$ cat config.mk
export PLATFORM = sky130hd
export DESIGN_NAME = stream_vector_arbiter
export DESIGN_NICKNAME = d
export VERILOG_FILES = /design/src/rtl/stream_vector_arbiter.sv
export SDC_FILE = /design/constraint.sdc
export NUM_CORES = 1
export LEC_CHECK = 0
export CAP_MARGIN = 20
export CORE_MARGIN = 2
export CORE_UTILIZATION = 40
export DETAILED_ROUTE_END_ITERATION = 16
export DONT_BUFFER_PORTS = 1
export SLEW_MARGIN = 20
export SYNTH_ARGS = -nofsm -noshare
export SYNTH_HDL_FRONTEND = slang
export SYNTH_SLANG_ARGS = --single-unit
$ cat constraint.sdc
create_clock -name clk -period 2.85 [get_ports clk]
set_clock_uncertainty 0.2 [all_clocks]
set_input_delay 0.285 -clock clk [delete_from_list [all_inputs] [get_ports clk]]
set_output_delay 0.285 -clock clk [all_outputs]
set_load 0.03 [all_outputs]
$ cat src/rtl/stream_vector_arbiter.sv
// Round-robin arbiter that hands the output to one requester for a whole N-element vector.
// Latency: one cycle from element acceptance to out_valid/out_data; one idle grant cycle between vectors.
// Backpressure: only the owner sees req_ready (mirrors its req_valid); all others are held off until the vector ends.
// Optional feature: define STREAM_ARB_TIMEOUT_EN to zero-pad a vector whose owner stalls for TIMEOUT cycles.
module stream_vector_arbiter #(
  parameter int BITS    = 8,
  parameter int N       = 3,
  parameter int R       = 4,
  parameter int TIMEOUT = 16
) (
  input  logic                       clk,
  input  logic                       reset,
  input  logic [R-1:0]               req_valid,
  input  logic [R-1:0][BITS-1:0]     req_data,
  output logic [R-1:0]               req_ready,
  output logic                       out_valid,
  output logic [BITS-1:0]            out_data,
  output logic                       vec_done,
  output logic [$clog2(R)-1:0]       vec_owner,
  output logic                       vec_abort,
  output logic                       busy
);

  localparam int OW = $clog2(R);
  localparam int CW = $clog2(N);

`ifdef STREAM_ARB_TIMEOUT_EN
  localparam int SW = $clog2(TIMEOUT + 1);
  typedef enum logic [1:0] {IDLE = 2'd0, STREAM = 2'd1, PAD = 2'd2} state_t;
`else
  typedef enum logic [0:0] {IDLE = 1'b0, STREAM = 1'b1} state_t;
`endif

  state_t            state_q, state_d;
  logic [CW-1:0]     count_q, count_d;
  logic [OW-1:0]     last_owner_q, last_owner_d;
  logic [OW-1:0]     vec_owner_q, vec_owner_d;
  logic              out_valid_q, out_valid_d;
  logic [BITS-1:0]   out_data_q, out_data_d;
  logic              vec_done_q, vec_done_d;
`ifdef STREAM_ARB_TIMEOUT_EN
  logic              vec_abort_q, vec_abort_d;
  logic [SW-1:0]     stall_q, stall_d;
`endif

  logic              grant_vld;
  logic [OW-1:0]     grant_idx;

  // Round-robin pick: first valid requester after the previous owner.
  always_comb begin
    grant_vld = 1'b0;
    grant_idx = '0;
    for (int k = 1; k <= R; k++) begin
      if (!grant_vld && req_valid[(int'(last_owner_q) + k) % R]) begin
        grant_vld = 1'b1;
        grant_idx = OW'((int'(last_owner_q) + k) % R);
      end
    end
  end

  // Only the vector owner is ever accepted, and only while streaming.
  always_comb begin
    req_ready = '0;
    if (state_q == STREAM) begin
      req_ready[vec_owner_q] = req_valid[vec_owner_q];
    end
  end

  // Next-state and registered-output computation.
  always_comb begin
    state_d      = state_q;
    count_d      = count_q;
    last_owner_d = last_owner_q;
    vec_owner_d  = vec_owner_q;
    out_valid_d  = 1'b0;
    out_data_d   = out_data_q;
    vec_done_d   = 1'b0;
`ifdef STREAM_ARB_TIMEOUT_EN
    vec_abort_d  = 1'b0;
    stall_d      = stall_q;
`endif
    case (state_q)
      IDLE: begin
        if (grant_vld) begin
          vec_owner_d = grant_idx;
          count_d     = '0;
          state_d     = STREAM;
`ifdef STREAM_ARB_TIMEOUT_EN
          stall_d     = '0;
`endif
        end
      end
      STREAM: begin
        if (req_valid[vec_owner_q]) begin
          out_valid_d = 1'b1;
          out_data_d  = req_data[vec_owner_q];
`ifdef STREAM_ARB_TIMEOUT_EN
          stall_d     = '0;
`endif
          if (count_q == CW'(N - 1)) begin
            count_d      = '0;
            vec_done_d   = 1'b1;
            last_owner_d = vec_owner_q;
            state_d      = IDLE;
          end else begin
            count_d = count_q + CW'(1);
          end
        end
`ifdef STREAM_ARB_TIMEOUT_EN
        else if (stall_q == SW'(TIMEOUT - 1)) begin
          stall_d = '0;
          state_d = PAD;
        end else begin
          stall_d = stall_q + SW'(1);
        end
`endif
      end
`ifdef STREAM_ARB_TIMEOUT_EN
      PAD: begin
        // Fill the remainder of the vector with zeros, one per cycle.
        out_valid_d = 1'b1;
        out_data_d  = '0;
        if (count_q == CW'(N - 1)) begin
          count_d      = '0;
          vec_done_d   = 1'b1;
          vec_abort_d  = 1'b1;
          last_owner_d = vec_owner_q;
          state_d      = IDLE;
        end else begin
          count_d = count_q + CW'(1);
        end
      end
`endif
      default: state_d = IDLE;
    endcase
  end

  // State and output registers; reset gives requester 0 first priority.
  always_ff @(posedge clk or posedge reset) begin
    if (reset) begin
      state_q      <= IDLE;
      count_q      <= '0;
      last_owner_q <= OW'(R - 1);
      vec_owner_q  <= '0;
      out_valid_q  <= 1'b0;
      out_data_q   <= '0;
      vec_done_q   <= 1'b0;
`ifdef STREAM_ARB_TIMEOUT_EN
      vec_abort_q  <= 1'b0;
      stall_q      <= '0;
`endif
    end else begin
      state_q      <= state_d;
      count_q      <= count_d;
      last_owner_q <= last_owner_d;
      vec_owner_q  <= vec_owner_d;
      out_valid_q  <= out_valid_d;
      out_data_q   <= out_data_d;
      vec_done_q   <= vec_done_d;
`ifdef STREAM_ARB_TIMEOUT_EN
      vec_abort_q  <= vec_abort_d;
      stall_q      <= stall_d;
`endif
    end
  end

  assign out_valid = out_valid_q;
  assign out_data  = out_data_q;
  assign vec_done  = vec_done_q;
  assign vec_owner = vec_owner_q;
  assign busy      = (state_q != IDLE);
`ifdef STREAM_ARB_TIMEOUT_EN
  assign vec_abort = vec_abort_q;
`else
  assign vec_abort = 1'b0;
`endif

endmodule

==> results of run 1 <==
## per-stage QoR
step                      total power [mW]  setup slack, ns
final                                 1.40            0.749
after global routing                  1.50            0.654
after CTS                             1.42            0.736
after detailed placement              1.27            0.968
after global placement                1.24             1.02
after floorplan                       1.16            0.478
## synthesized netlist by cell type
library cell and n:
dfrtp_1 15, mux2_2 11, mux4_2 9, nor2_1 8
inv_1 4, nand2_1 4, a21oi_1 3, buf_2 3
nand2b_1 3, a22o_1 2, a22oi_1 2, dfstp_2 2
nor3_1 2, o21ai_0 2, o22a_1 2, a21boi_0 1
a31oi_1 1, and3b_1 1, and4b_1 1, buf_4 1
clkbuf_1 1, conb_1 1, nand2_4 1, nand3_1 1
nor2b_1 1, nor3_4 1, nor4bb_1 1
## flip-flops by register name, indices dropped and copies added (netlist names)
signal / flops
vec_owner: 2
out_valid: 1
out_data: 8
count_q: 2
vec_done: 1
last_owner_q: 2
busy: 1
## layer usage
layer | GRT usage | wire [microns] | vias up
met1 | 0.186 | 889 | 344
met3 | 0.0410 | 217 | 4
met5 | 0 | 0 | -
li1 | - | - | 327
met2 | 0.232 | 1010 | 40
met4 | 0.0625 | 21 | 0
## worst paths after layout
check | from | to | slack, ns | depth (start not counted)
worst max-delay path | busy | req_ready[3] | 0.75 | 2
worst min-delay path | req_valid[2] | vec_owner[1] | 0.08 | 3
worst max register to register | last_owner_q[1] | vec_owner[0] | 0.83 | 5
worst min register to register | count_q[1] | count_q[1] | 0.35 | 1
max in group asynchronous | reset | out_data[2] | 1.72 | 2
min in group asynchronous | reset | out_data[3] | 0.31 | 2
## power groups by stage
stage / logic (mW) / registers, mW / clock network, mW
after floorplan: 0.527 / 0.628 / 0
after global placement: 0.612 / 0.631 / 0
after detailed placement: 0.630 / 0.637 / 0
after CTS: 0.645 / 0.633 / 0.142
after global routing: 0.689 / 0.659 / 0.150
final: 0.635 / 0.632 / 0.137
## worst max-delay path, cell delays in order (launching register included)
cell and delay (ns):
dfrtp_1 0.70, nand2_1 0.15, nor2_1 0.47
## what timing repair did
| action | 4_1_cts | 5_1_grt |
|---|---|---|
| setup buffers | 0 | 0 |
| resized for setup | 0 | 0 |
| hold endpoints to repair | 16 | 0 |
| hold buffers | 3 | 0 |
## cell families (layout without fill, tap and decap cells)
logic type,count (synthesis),in the layout,synth area share
AOI/OAI and AO/OA,13,13,0.0863
muxes,20,20,0.317
and+or+nand+nor,24,24,0.137
buffers and inverters,9,15,0.0401
other,1,1,0.00364
DFF,17,17,0.416
## final cells by class
cell class | instances | area [sq um] | share of cell area
flip-flops and latches | 17 | 428 | 0.379
clock inverters | 1 | 5.00 | 0.00443
inverters | 4 | 15.0 | 0.0133
multi-input cells | 58 | 561 | 0.497
repair buffers | 7 | 60.1 | 0.0532
clock buffers | 3 | 22.5 | 0.0200
well taps | 30 | 37.5 | 0.0333
## layout by cell type, fill, tap and decap left out, drive strengths merged
cell,synthesis,layout
a22oi,2,2
o21ai,2,2
dfstp,2,2
a22o,2,2
and3b,1,1
inv,4,4
a21oi,3,3
clkbuf,1,3
a21boi,1,1
nor3,3,3
mux4,9,9
nor4bb,1,1
o22a,2,2
and4b,1,1
nor2,8,8
a31oi,1,1
nor2b,1,1
buf,4,4
conb,1,1
mux2,11,11
dfrtp,15,15
dlygate4sd3,0,3
nand2,5,5
nand2b,3,3
clkinv,0,1
nand3,1,1
==> flow_summary.json, run 1 <==
{
  "synth.area.top_cells": "dfrtp_1, mux4_2, mux2_2",
  "fillers": 229,
  "period_needed_ns": 2.10,
  "cts_tree": "yes",
  "placement_rows": 18,
  "place_inst": 113,
  "drt_iter0_markers": 11,
  "vias": 715,
  "finalHoldViolCount": 0,
  "worstPathRequired_ns": 2.37,
  "worst_setup_path_start_kind": "flop",
  "p_int_uw": 764,
  "clkLatencyLatePin_ns": 0.30,
  "rsz0062_at_grt": "no",
  "layout-area-overhead-vs-synth_pct": 9.60,
  "viasPerCell": 5.96,
  "syn_avg_cell_area_sq_um": 12.3,
  "io_buffers": 0,
  "grt_remaining_overflow": 0,
  "synth_cell_types": 27,
  "syn-num-nets": 122,
  "crit_arrival_ns": 1.62,
  "first_pass_iters": 4,
  "postRouteAntennaNets": 0,
  "holdWs_ns": 0.0841,
  "antenna_found_initial": 0,
  "die_area_sq_mm": 0.00300,
  "synth-seq-cells": 17,
  "worst-setup-path-type": "flop to output pin",
  "fin_setup_tns_ns": 0,
  "hpwlAfterDp_microns": 1590,
  "post_dp_cell_area_sq_mm": 0.00107,
  "fin_nets": 129,
  "cts-root-buf": "clkbuf_4",
  "wl_per_cell_microns": 17.9,
  "cts.sinks": 17,
  "synthCells": 84,
  "power_frac_comb": 0.452,
  "die_w_microns": 54.7,
  "cts_buffers": 3,
  "leakage_nw": 0.468,
  "fin_area_sq_mm": 0.00113,
  "worstMarginPinSlew_ns": 0.669,
  "cap_viol_max_count": 0,
  "critPathMaxFanout": 9,
  "power_density_mw_per_mm2": 1240,
  "seq_area_frac_synth": 0.416,
  "mappedNetlistArea_sq_mm": 0.00103,
  "p_sw_uw": 640,
  "core_area_sq_mm": 0.00245,
  "slew_headroom": 0.553,
  "grt_max_degree": 18,
  "yosysTopAreaCellShare": 0.365,
  "fin_crit_sh": 0.737,
  "cts_max_level": 1,
  "clockPowerShare": 0.097,
  "wl_microns": 2140,
  "routabilityCongestion": 0.753,
  "track_usage": 0.147,
  "ios": 56,
  "hp-class": "primary input to flop",
  "start_util": 0.419,
  "synth_top_area_cell": "dfrtp_1",
  "ctsLongestPathBuffers": 2,
  "stdcell_count": 120,
  "critPathCaptureType": "output pin",
  "fp.dieH_microns": 54.7,
  "clk_pin_slew_ns": 0.11,
  "max-vdd-ir-drop_mv": 0.559,
  "fin_util": 0.460,
  "slew_viol_final": 0,
  "seq_power_share": 0.450,
  "status": "completed",
  "max_freq_mhz": 476,
  "grt_first_pass_wirelength_microns": 3090,
  "drc": 0,
  "grt_pass1_vias": 684,
  "p_sw_frac": 0.456,
  "antenna_cells": 0,
  "final-setup-viol-count": 0,
  "drive_gt1_frac": 0.356,
  "yosys_warnings": 0
}
Note: power is estimated with default switching activity, not from simulation.
==> run 2, diff against run 1 <==
==> constraint.sdc (replaced) <==
create_clock -name clk -period 1.9 [get_ports clk]
set_clock_uncertainty 0.2 [all_clocks]
set_input_delay 0.19 -clock clk [delete_from_list [all_inputs] [get_ports clk]]
set_output_delay 0.19 -clock clk [all_outputs]
set_load 0.03 [all_outputs]
==> run 2 against run 1 <==
  * Via count rose by 0.98%
  * Global-route usage grew 0.40 points
  * Clock power up 39%
  * Die area unchanged
  * Total power grew 52%
  * Sequential power rose by 47%
  * Utilization is 1.9 points higher
  * Critical path type unchanged
  * Critical endpoint is now req_ready[0]
  * Largest cell class unchanged
==> flow_summary.json, run 2 (synthesized netlist as in run 1, its figures left out) <==
{
  "status": "completed",
  "power_frac_comb": 0.475,
  "viasPerCell": 5.82,
  "wl_per_cell_microns": 17.4,
  "ff_latch_area_sq_um": 432,
  "wl_microns": 2150,
  "slew_viol_final": 0,
  "critPathMaxFanout": 14,
  "p_int_mw": 1.17,
  "die_w_microns": 54.7,
  "fin_nets": 133,
  "seq_power_share": 0.436,
  "drc": 0,
  "worstPathRequired_ns": 1.51,
  "cpLargestDelayFamily": "buffers and inverters",
  "grt_pass1_vias": 726,
  "fillers": 224,
  "period_needed_ns": 1.84,
  "multiInputGateArea_sq_um": 572,
  "vias": 722,
  "p_sw_uw": 955,
  "mostFrequentLayoutCells": "dfrtp_1, mux2_2, mux4_2",
  "crit_arrival_ns": 1.45,
  "post-cts-setup-buffers": 0,
  "critPathCaptureType": "output pin",
  "worstMarginPinSlew_ns": 0.654,
  "largest_reg_flops": 8,
  "drt_iter0_markers": 5,
  "clockPowerShare": 0.089,
  "finalHoldViolCount": 0,
  "start_util": 0.419,
  "clk_pin_slew_ns": 0.10,
  "rsz0062_at_grt": "no",
  "final_common_cell": "dfrtp_1",
  "crit_chain": "buf_4 -> nor4bb_2 -> buf_4",
  "die_area_sq_mm": 0.00300,
  "slew_headroom": 0.564,
  "cpMostUsedCell": "buf_4",
  "grt_first_pass_wirelength_microns": 3110,
  "max-vdd-ir-drop_mv": 0.967,
  "place_ws_ns": 0.114,
  "fin_crit_sh": 0.971,
  "antenna_cells": 0,
  "first_pass_iters": 2,
  "holdWs_ns": 0.0438,
  "cts.sinks": 17,
  "placement_rows": 18,
  "worst-setup-path-type": "flop to output pin",
  "track_usage": 0.151,
  "layout-area-overhead-vs-synth_pct": 14.2,
  "p_sw_frac": 0.449,
  "max_freq_mhz": 542,
  "routabilityCongestion": 0.775,
  "final-setup-viol-count": 0,
  "grt_max_degree": 18,
  "hpwlAfterDp_microns": 1610,
  "leakage_nw": 0.487,
  "slowest_stage": "dfrtp_2",
  "core_area_sq_mm": 0.00245,
  "cp_num_buf_inv": 2,
  "cts_tree": "yes",
  "max_stage_delay_ns": 0.42,
  "cap_viol_max_count": 0,
  "hp-class": "primary input to flop",
  "postRouteAntennaNets": 0,
  "cts-root-buf": "clkbuf_4",
  "clkLatencyLatePin_ns": 0.28,
  "io_buffers": 0,
  "drive_gt1_frac": 0.426,
  "cts_buffers": 3,
  "ctsLongestPathBuffers": 2,
  "cts_max_level": 1,
  "fp.dieH_microns": 54.7,
  "ios": 56,
  "setup_slack_ns": 0.0560,
  "grt_remaining_overflow": 0,
  "power_density_mw_per_mm2": 1810,
  "worst_setup_path_start_kind": "flop",
  "antenna_found_initial": 0
}
==> run 2: cell types whose count changed in the layout (fill, tap and decap cells not counted) <==
cell and delta:
buf_4 +3, dfrtp_1 -3, nor4bb_1 -1, dlygate4sd3_1 +1, nor3_1 -1, nor4bb_2 +1, dfrtp_2 +3, nor3_2 +1
==> run 2: worst register-to-register path, stage by stage (launching register included) <==
cell,delay [ns]
dfrtp_2,0.38
mux4_2,0.56
nand2_4,0.19
mux2_2,0.36
==> run 2: power by group through the flow <==
| stage | logic, mW | clock network (mW) | registers [mW] |
|---|---|---|---|
| final | 1.01 | 0.190 | 0.927 |
| after detailed placement | 1.02 | 0 | 0.935 |
| after global routing | 1.10 | 0.222 | 0.959 |
| after floorplan | 0.816 | 0 | 0.947 |
| after global placement | 0.995 | 0 | 0.933 |
| after CTS | 1.03 | 0.203 | 0.929 |
==> run 2: path summary, 6_finish.rpt <==
| path | slack, ns | startpoint | cells past startpoint | end |
|---|---|---|---|---|
| setup / recovery | 0.06 | vec_owner[1] | 3 | req_ready[0] |
| hold / removal | 0.04 | req_valid[2] | 3 | vec_owner[1] |
| setup reg to reg | 0.11 | vec_owner[1] | 3 | out_data[3] |
| hold reg to reg | 0.37 | count_q[1] | 1 | count_q[1] |
| max in group asynchronous | 0.82 | reset | 2 | busy |
| min in group asynchronous | 0.23 | reset | 2 | out_data[3] |
==> run 2: final cells by class <==
cell class,instances,area share
inverters,4,0.0128
well taps,30,0.0319
repair buffers,11,0.0787
multi-input cells,58,0.486
clock inverters,1,0.00426
flip-flops and latches,17,0.367
clock buffers,3,0.0191
==> run 2: timing repair <==
action                                  CTS  global route
hold endpoints to repair                 16             0
endpoints found under the setup margin    0             2
resized for setup                         0             1
hold buffers                              4             0
==> run 2: per-stage QoR <==
stage	std cells	TNS, ns	utilization	cell area (sq um)	total power [mW]
after detailed placement	116	0	0.451	1110	1.96
final	124	0	0.479	1180	2.13
after floorplan	84	-0.0200	-	1050	1.76
after global placement	116	0	0.451	1110	1.93
after CTS	124	0	0.479	1170	2.16
after global routing	124	0	0.479	1180	2.29
==> run 2: metal layers <==
layer  track usage  wire, microns  vias up
met2         0.254           1060       30
met4        0.0625             15        0
met3        0.0328            172        2
li1              -              -      335
met1         0.184            908      355
met5             0              0        -
==> run 3, diff against run 2 <==
--- a/config.mk
+++ b/config.mk
@@ -6,7 +6,7 @@
 export NUM_CORES = 1
 export LEC_CHECK = 0
 export CAP_MARGIN = 20
-export CORE_MARGIN = 2
+export CORE_MARGIN = 5
 export CORE_UTILIZATION = 40
 export DETAILED_ROUTE_END_ITERATION = 16
 export DONT_BUFFER_PORTS = 1
==> run 3 against run 2 <==
  * Critical path depth unchanged
  * Highest routed layer unchanged
  * Total power up 1.6%
  * Global-route usage down 1.8 points
  * Clock-buffer cell count up 1
  * Via count up 1.7%
  * Cell area up 1.2%
  * Hold slack worse by 0.0011 ns
==> flow_summary.json, run 3 (synthesized netlist as in run 1, its figures left out) <==
{
  "power_frac_comb": 0.485,
  "fp.dieH_microns": 60.7,
  "wl_per_cell_microns": 19.0,
  "drc": 0,
  "p_total_mw": 2.16,
  "track_usage": 0.133,
  "leakage_nw": 0.508,
  "ctsLongestPathBuffers": 2,
  "status": "completed",
  "hp-class": "primary input to flop",
  "antenna_cells": 0,
  "post-cts-setup-buffers": 0,
  "hpwlAfterDp_microns": 1900,
  "cts_max_level": 1,
  "vias": 734,
  "ios": 56,
  "cap_viol_max_count": 0,
  "cts_buffers": 3,
  "antenna_found_initial": 0,
  "io_buffers": 0,
  "grt_max_degree": 18,
  "final_common_cell": "dfrtp_1",
  "grt_pass1_vias": 760,
  "p_sw_frac": 0.448,
  "clkLatencyLatePin_ns": 0.28,
  "slew_headroom": 0.579,
  "wl_microns": 2370,
  "critPathCaptureType": "flop",
  "worstMarginPinSlew_ns": 0.631,
  "placement_rows": 18,
  "cts.sinks": 17,
  "p_int_mw": 1.19,
  "clockPowerShare": 0.086,
  "grt_remaining_overflow": 0,
  "viasPerCell": 5.87,
  "die_area_sq_mm": 0.00369,
  "worst-setup-path-type": "flop to flop",
  "fillers": 234,
  "p_sw_uw": 969,
  "fin_area_sq_mm": 0.00119,
  "largest_reg_flops": 8,
  "clk_pin_slew_ns": 0.09,
  "worst_setup_path_start_kind": "flop",
  "finalHoldViolCount": 0,
  "fin_crit_sh": 0.948,
  "power_density_mw_per_mm2": 1820,
  "drive_gt1_frac": 0.411,
  "fin_nets": 134,
  "first_pass_iters": 3,
  "cts-root-buf": "clkbuf_4",
  "final-setup-viol-count": 0,
  "start_util": 0.416,
  "core_area_sq_mm": 0.00248,
  "post_dp_cell_area_sq_mm": 0.00111,
  "worstPathRequired_ns": 1.87,
  "crit_arrival_ns": 1.77,
  "die_w_microns": 60.7,
  "routabilityCongestion": 0.815,
  "max-vdd-ir-drop_mv": 0.786,
  "period_needed_ns": 1.80,
  "mostFrequentLayoutCells": "dfrtp_1, mux2_2, mux4_2",
  "grt_first_pass_wirelength_microns": 3570,
  "postRouteAntennaNets": 0,
  "max_freq_mhz": 555,
  "drt_iter0_markers": 6,
  "rsz0062_at_grt": "no",
  "cts_tree": "yes",
  "critPathMaxFanout": 10,
  "seq_power_share": 0.429,
  "layout-area-overhead-vs-synth_pct": 15.6,
  "slew_viol_final": 0
}
run 3: cell type report:
cell class                      instances  area, sq um  area share
Sequential cell                        17          430       0.362
Inverter                                4         15.0      0.0126
Timing Repair Buffer                   12          100      0.0841
Multi-Input combinational cell         58          581       0.488
Clock buffer                            4         26.3      0.0221
Tap cell                               30         37.5      0.0315
run 3: power groups by stage:
stage	registers [mW]	clock network (mW)	logic (mW)
detailed placement	0.942	0	1.05
global placement	0.938	0	1.02
finish	0.928	0.185	1.05
global route	0.964	0.211	1.16
CTS	0.935	0.196	1.05
floorplan	0.947	0	0.816
run 3: path summary, 6_finish.rpt:
path,start,endpoint,slack (ns),depth (start not counted)
setup / recovery,vec_owner[1],out_data[1],0.1,3
hold / removal,req_valid[2],vec_owner[1],0.04,3
setup reg to reg,vec_owner[1],out_data[1],0.1,3
hold reg to reg,count_q[1],count_q[1],0.35,1
max in group asynchronous,reset,vec_owner[1],0.84,2
min in group asynchronous,reset,out_data[3],0.22,2
run 3: repair_timing:
action	in CTS	in global routing
endpoints found under the setup margin	0	1
hold buffers	4	0
resized for setup	0	1
endpoints found under the hold margin	16	0
run 3: layer usage:
| metal | wire length, microns | up-vias | GRT usage |
|---|---|---|---|
| met4 | 15 | 0 | 0.0464 |
| met1 | 868 | 362 | 0.148 |
| met5 | 0 | - | 0 |
| li1 | - | 337 | - |
| met3 | 277 | 2 | 0.0511 |
| met2 | 1210 | 33 | 0.231 |
run 3: worst max-delay path: stages, from the launching register on:
cell	delay, ns
dfrtp_2	0.38
mux4_2	0.56
nand2_4	0.19
mux2_2	0.36
run 3: metrics by stage:
stage                     setup TNS (ns)  hold WS, ns   util  setup WS [ns]  cells
after global placement                 0      -0.0102  0.450          0.136    117
after floorplan                  -0.0200      -0.0855      -        -0.0200     84
after CTS                              0       0.0340  0.477         0.0669    125
after detailed placement               0      0.00153  0.450          0.101    117
after global routing                   0       0.0560  0.480        0.00753    125
final                                  0       0.0427  0.480         0.0981    125
